--- src/rtl/led_pwm_fade.sv ---
// led_pwm_fade: RGB PWM dimmer that fades each channel linearly up/down on its on-request edge.
// Define LED_FADE_GAMMA_EN to square the level into a perceptually linear duty.
module led_pwm_fade #(
    parameter int p_width = 8,
    parameter int p_bit_step = 10
) (
    input  logic i_clk,
    input  logic i_rst,
    input  logic i_en_r,
    input  logic i_en_g,
    input  logic i_en_b,
    output logic o_led_r,
    output logic o_led_g,
    output logic o_led_b,
    output logic o_busy
);
    typedef enum logic [1:0] {OFF, RISE, ON, FALL} state_t;
    localparam logic [p_width-1:0] lvl_max = '1;
    logic [2:0] r_en;
    logic [2:0] led;
    logic [2:0] busy;
    logic [p_bit_step-1:0] r_div;
    logic [p_width-1:0] r_pwm;
    logic r_busy;
    logic tick;
    assign tick = &r_div;
    always_ff @(posedge i_clk) begin
        if (!i_rst) begin
            r_en <= '0;
            r_div <= '0;
            r_pwm <= '0;
            r_busy <= 1'b0;
        end else begin
            r_en <= {i_en_b, i_en_g, i_en_r};
            r_div <= r_div + 1'b1;
            r_pwm <= r_pwm + 1'b1;
            r_busy <= |busy;
        end
    end
    genvar c;
    generate
        for (c = 0; c < 3; c++) begin : g_ch
            state_t r_state, state_nxt;
            logic [p_width-1:0] r_lvl, lvl_nxt, duty;
            logic r_led;
            always_ff @(posedge i_clk) begin
                if (!i_rst) begin
                    r_state <= OFF;
                    r_lvl <= '0;
                    r_led <= 1'b0;
                end else begin
                    r_state <= state_nxt;
                    r_lvl <= lvl_nxt;
                    r_led <= duty > r_pwm;
                end
            end
            // a direction change takes priority over a coincident tick
            always_comb begin
                state_nxt = r_state;
                lvl_nxt = r_lvl;
                case (r_state)
                    OFF: state_nxt = r_en[c] ? RISE : OFF;
                    RISE: begin
                        if (!r_en[c]) state_nxt = FALL;
                        else if (r_lvl == lvl_max) state_nxt = ON;
                        else if (tick) begin
                            lvl_nxt = r_lvl + 1'b1;
                            state_nxt = (lvl_nxt == lvl_max) ? ON : RISE;
                        end
                    end
                    ON: state_nxt = r_en[c] ? ON : FALL;
                    FALL: begin
                        if (r_en[c]) state_nxt = RISE;
                        else if (r_lvl == '0) state_nxt = OFF;
                        else if (tick) begin
                            lvl_nxt = r_lvl - 1'b1;
                            state_nxt = (lvl_nxt == '0) ? OFF : FALL;
                        end
                    end
                    default: state_nxt = OFF;
                endcase
            end
`ifdef LED_FADE_GAMMA_EN
            logic [2*p_width-1:0] sq;
            assign sq = {{p_width{1'b0}}, r_lvl} * {{p_width{1'b0}}, r_lvl};
            assign duty = p_width'(sq >> p_width);
`else
            assign duty = r_lvl;
`endif
            assign busy[c] = (r_state == RISE) || (r_state == FALL);
            assign led[c] = r_led;
        end
    endgenerate
    assign o_led_r = led[0];
    assign o_led_g = led[1];
    assign o_led_b = led[2];
    assign o_busy = r_busy;
endmodule

--- config.mk ---
export PLATFORM = sky130hd
export DESIGN_NAME = led_pwm_fade
export DESIGN_NICKNAME = d
export VERILOG_FILES = /design/src/rtl/led_pwm_fade.sv
export SDC_FILE = /design/constraint.sdc
export NUM_CORES = 1
export LEC_CHECK = 0
export ABC_AREA = 0
export CAP_MARGIN = 10
export CORE_MARGIN = 2
export CORE_UTILIZATION = 45
export DETAILED_ROUTE_END_ITERATION = 10
export DONT_BUFFER_PORTS = 1
export PLACE_DENSITY = 0.72
export SLEW_MARGIN = 10
export SYNTH_ARGS = -nofsm -noshare
export SYNTH_HDL_FRONTEND = slang
export SYNTH_SLANG_ARGS = --single-unit
--- constraint.sdc ---
create_clock -name i_clk -period 2.3 [get_ports i_clk]
set_clock_uncertainty 0.2 [all_clocks]
set_input_delay 0.46 -clock i_clk [delete_from_list [all_inputs] [get_ports i_clk]]
set_output_delay 0.46 -clock i_clk [all_outputs]
set_load 0.005 [all_outputs]
* Word-level counts from Yosys, hierarchy flattened
Cells that the tools add are included.
** Storage, ports and cells
- Word-level logic and storage cells :: 140
- Input bits :: 5
- Bits in registers :: 55
** Cells by class
- Multiplexer cells :: 54
- Equality and inequality tests :: 39
- Add/subtract/negate cells :: 8
- Reduce and logical (&&, ||, !) cells :: 23
- $lt $le $gt $ge :: 3
** Operator list (count)
- 2-to-1 mux 8 bit :: 18
- == test 8 bit, second input constant :: 6
- zero test 8 bit :: 6
- 2-to-1 mux 2 bit :: 24
- one-hot mux 8 bit (2 select lines) :: 3
- != test 2 bit, second input constant :: 18
- adder 8 x 1 -> 8 bit, second input constant :: 4
- > comparator 8 bit :: 3
- != test 4 bit, second input constant :: 6
- one-hot mux 2 bit (4 select lines) :: 3
- subtractor 8 x 1 -> 8 bit, second input constant :: 3
- AND reduction 7 bit :: 3
- == test 2 bit, second input constant :: 6
- adder 10 x 1 -> 10 bit, second input constant :: 1
- AND reduction 10 bit :: 1
- == test 2 x 1 -> 1 bit, second input constant :: 3
- zero test 2 bit :: 3
- 2-to-1 mux 1 bit :: 6
- AND reduction 2 bit :: 3
- nonzero test 2 bit :: 3
- logical OR 1 bit :: 3
- OR reduction 3 bit :: 1

* Longest topological paths before layout
- Depth in word-level cells :: 7
- Gate-level depth with buffers :: 9

* Worst setup path before layout
Ideal clock, no wire load.
- Path kind :: reg2reg
- From :: register g_ch[2].r_lvl[0]
- To :: register g_ch[2].r_lvl[5]
- Cell stages (with the launch flop) :: 9
- Required time :: 1.985 ns
- Buffers on the path :: 0
- Arrival time :: 1.870 ns
- Setup time :: 0.115 ns
- Period minus slack after synthesis :: 2.185 ns
- Setup slack :: 0.115 ns
- Cells stage by stage :: dfxtp_1 > inv_1 > ha_1 > nor2b_1 > a311o_1 > a21oi_4 > o21ai_1 > xnor2_1 > and2_1
** Between the ends
- Longest elaborated chain between the ends :: 5
- Elaborated cells on any way between the ends :: 14
- Those cells by class :: 2 x add/sub; 3 x eq/ne; 7 x mux; 2 x reduce/logical
** RTL lines
- from (decl) :: RTL line 44 : logic [p_width-1:0] r_lvl, lvl_nxt, duty;
- from (signal assigned) :: RTL line 53 : r_lvl <= lvl_nxt;
- subtractor 8 x 1 -> 8 bit or adder 8 x 1 -> 8 bit (tied branches) :: RTL line 76, 67
- 2-to-1 mux 8 bit (on tied branches) :: RTL line 75, 66
- 2-to-1 mux 8 bit (on tied branches) :: RTL line 74, 65
- 2-to-1 mux 8 bit (on tied branches) :: RTL line 73, 64
- one-hot mux 8 bit (2 select lines) :: RTL line 61 : case (r_state)
Several ways; a longest one is shown, not always the timed one. The select of a mux whose other input is x is not followed.
A chain may end at the register's enable or synchronous reset.

* Final worst setup path
- From :: register g_ch[1].r_lvl[4]
- To :: register g_ch[1].r_state[0]
** Between the ends
- Longest elaborated chain between the ends :: 7
- Elaborated cells on any way between the ends :: 18
- Those cells by class :: 2 x add/sub; 4 x eq/ne; 9 x mux; 3 x reduce/logical
** RTL lines
- from (decl) :: RTL line 44
- from (signal assigned) :: RTL line 53
- adder 8 x 1 -> 8 bit or subtractor 8 x 1 -> 8 bit (tied branches) :: RTL line 67, 76
- == test 8 bit or zero test 8 bit (tied branches) :: RTL line 68, 77
- 2-to-1 mux 2 bit (on tied branches) :: RTL line 68, 77
- 2-to-1 mux 2 bit (on tied branches) :: RTL line 66, 75
- 2-to-1 mux 2 bit (on tied branches) :: RTL line 65, 74
- 2-to-1 mux 2 bit (on tied branches) :: RTL line 64, 73
- one-hot mux 2 bit (4 select lines) :: RTL line 61
- to (signal assigned) :: RTL line 52 : r_state <= state_nxt;
- to (decl) :: RTL line 43 : state_t r_state, state_nxt;
Several ways; a longest one is shown, not always the timed one. The select of a mux whose other input is x is not followed.

==> flow_summary_export.csv <==
group,metric,value,unit
routing,wl_per_cell,14.4,um
placement,place_hpwl,6520,um
die,fp.dieArea,9770,um2
routing,final_antenna_net_count,0,
layout,layout.nets,543,
power_and_ir_drop,power.static_leakage,1.70,nW
power_and_ir_drop,vdd_ir_drop_max,0.000401,V
die,core-area,8720,um2
timing,setup_repair_after_global_routing_missed_its_margin,"no",
synth,distinct_cell_type_count_after_synthesis,66,
clock_tree,cts_tree,"done",
clock_tree,cts_setup_buffers,0,
timing,worst_slew_slack_as_a_fraction_of_its_limit,71.0,%
timing,post-route-min-period,2200,ps
critical_path,worst_setup_path_endpoint,"g_ch[1].r_state[0]$_SDFFE_PN0P_",
synth,netlist_instances,494,
routing,drtPass1Iterations,5,
die,initial_utilization,46.4,%
routing,detailroute.via_count,3484,
synth,yosysWarnings,0,
synth,ys_seq_elements,55,
clock_tree,sinks_on_clock_net,55,
global_routing,antenna_found_initial,0,
synth,synthesis.area,4050,um2
critical_path,worstSetupEndpointType,"flip-flop",
layout,layout.cell_area.non_filler,4350,um2
routing,routed_via_density,5.75,
global_routing,grt_max_degree,30,
outcome,outcome,"completed",
synth,synthesized_area_per_cell,8.20,um2
critical_path,worst_setup_path_start_kind,"flip-flop",
synth,ys.flop_type,"dfxtp_1",
layout,diodes_inserted,0,
critical_path,crit_fanout,8,
routing,remaining_drc_errors,0,
global_routing,grt_pass1_wl,15000,um
die,pin_count,9,
placement,port-buffer-count,0,
synth,synth_edf_count,0,
global_routing,grt_remaining_overflow,0,
routing,dr.first_iter.drc_count,174,
global_routing,grt.total_usage,18.3,%
power_and_ir_drop,power.density,486,nW/um2
clock_tree,h-tree-depth,2,
synth,yosysSeqAreaShare,27.2,%
critical_path,timing.critical_path.from,"g_ch[1].duty[4]$_SDFFE_PN0P_",
clock_tree,numCtsBuffers,5,
timing,fin_tns_setup,0,ps
clock_tree,clockRootBuffer,"clkbuf_8",
layout,layout-drive-gt1-share,11.8,%
clock_tree,ctsHoldBuffers,0,
critical_path,crit_required,2320,ps
timing,timing.final.max_slew_violations,0,
timing,worst-slew-pin-transition,432,ps
hold_path,worst_hold_path_type,"input pin to flip-flop",
timing,highest_clock_rate,454,MHz
timing,post-route-period-util,95.8,%
critical_path,cp_arrival,2220,ps
clock_tree,cts.clk_slew.worst_paths,100,ps
timing,final_hold_viol_count,0,
timing,final_layout_worst_hold_slack,65.3,ps
routing,routed_wl,8710,um
timing,final_count_of_negative_setup_slack_endpoints,0,
clock_tree,post_cts_resize_count,0,
synth,asyncSetResetFlopFracSynth,0,%
clock_tree,cts-root-to-sink-buffers,2,
critical_path,r2r-start,"g_ch[1].duty[4]$_SDFFE_PN0P_",
flow_run,cap_violations,0,
die,std_cell_rows,34,
critical_path,worstSetupPathType,"flip-flop to flip-flop",
placement,gp_congestion,0.881,
global_routing,first_global_vias,3148,
clock_tree,clk-insertion-delay-late,310,ps
layout,synthToLayoutAreaGrowth,7.42,%
critical_path,timing.reg2reg.setup_slack,100,ps
critical_path,timing.rr.end,"g_ch[1].r_state[0]$_SDFFE_PN0P_",
synth,synth.net_count,540,
placement,dpl_cell_area,4190,um2
critical_path,rr_worst_depth,6,
die,die_height,98.9,um
die,die_width,98.9,um
[cell type report]
class	instances	area, um2
Timing Repair Buffer	24	180
Clock buffer	5	68.8
Inverter	17	63.8
Fill cell	806	4370
Clock inverter	3	67.6
Tap cell	108	135
Multi-Input combinational cell	394	2730
Sequential cell	55	1100
[how the worst min path moves through the flow]
stage	startpoint	to	slack, ps	depth (start not counted)
4_1_cts	i_rst	r_en[1]$_SDFF_PN0_	50	1
3_5_place_dp	r_div[0]$_SDFF_PN0_	r_div[0]$_SDFF_PN0_	250	1
5_1_grt	i_rst	r_en[1]$_SDFF_PN0_	50	1
2_1_floorplan	r_div[0]$_SDFF_PN0_	r_div[0]$_SDFF_PN0_	220	1
6_report	i_rst	r_en[0]$_SDFF_PN0_	70	1
3_3_place_gp	r_div[0]$_SDFF_PN0_	r_div[0]$_SDFF_PN0_	230	1
[critical path: stages, from the launching register on]
cell and delay, ps:
dfxtp_1 560, nand3_1 290, o21ai_0 230, a31oi_1 100, a211oi_1 410, o21ai_0 140
a21o_1 170
[per-layer routing]
| layer | wire length (um) | share of wire, % | track usage (%) | vias to the layer above |
|---|---|---|---|---|
| li1 | - | - | - | 1754 |
| met4 | 111 | 1.3 | 5.27 | 0 |
| met5 | 0 | 0 | 0 | - |
| met1 | 4020 | 46 | 25.3 | 1623 |
| met3 | 477 | 5.5 | 2.84 | 10 |
| met2 | 4100 | 47 | 29.6 | 97 |
[state kept, by name, indices dropped and copies added (netlist names)]
name / cells
o_led_g: 1
r_pwm: 8
g_ch.r_state: 6
g_ch.duty: 24
o_busy: 1
r_div: 10
r_en: 3
o_led_r: 1
o_led_b: 1
[layout by cell type (no fill, tap or decap), types with 19 or more instances in the layout]
master / instances
nor2_1: 53
o21ai_0: 21
nand2_1: 36
nand3_1: 20
ha_1: 41
buf_4: 24
xor2_1: 19
a21oi_1: 24
xnor2_1: 24
dfxtp_1: 54
[per-stage QoR]
| step | util, % | worst slack [ps] | std cells | power [mW] |
|---|---|---|---|---|
| 2_1_floorplan | - | 115 | 494 | 1.33 |
| 3_3_place_gp | 48.1 | 58.7 | 598 | 1.35 |
| 3_5_place_dp | 48.1 | 32.0 | 598 | 1.36 |
| 4_1_cts | 49.6 | 15.0 | 606 | 2.13 |
| 5_1_grt | 49.9 | 11.2 | 606 | 2.22 |
| 6_report | 49.9 | 95.8 | 606 | 2.11 |
[cells by family (layout without fill, tap and decap cells)]
logic type                 Yosys count  count (layout)  share of synthesized area [%]
and+or+nand+nor                    202             202                           26.8
DFF                                 55              55                           27.2
AOI/OAI and AO/OA                  106             106                           17.7
buffers and inverters               45              49                           5.84
xor gates and xnor gates            43              43                           9.30
muxes                                2               2                          0.525
adders and majority gates           41              41                           12.7
[cell usage after synthesis (all sizes together) (9+ instances only)]
library cell / n / area (um2)
xnor2: 24 / 210
nor2: 54 / 205
and3: 10 / 63.8
ha: 41 / 513
nand3: 20 / 100
inv: 17 / 63.8
nor3: 16 / 90.1
and2: 9 / 56.3
a21oi: 27 / 154
dfxtp: 55 / 1100
clkbuf: 9 / 33.8
o21ai: 25 / 125
nand2: 39 / 159
a21o: 9 / 68.8
xor2: 19 / 166
nand4: 13 / 87.6
buf: 19 / 139
[report_power, final]
part	internal (mW)	switching [mW]	total (mW)
sequential	1.00	0.0867	1.09
combinational	0.122	0.137	0.259
clock	0.434	0.333	0.767
No activity file was read; power rests on OpenSTA's default activity.
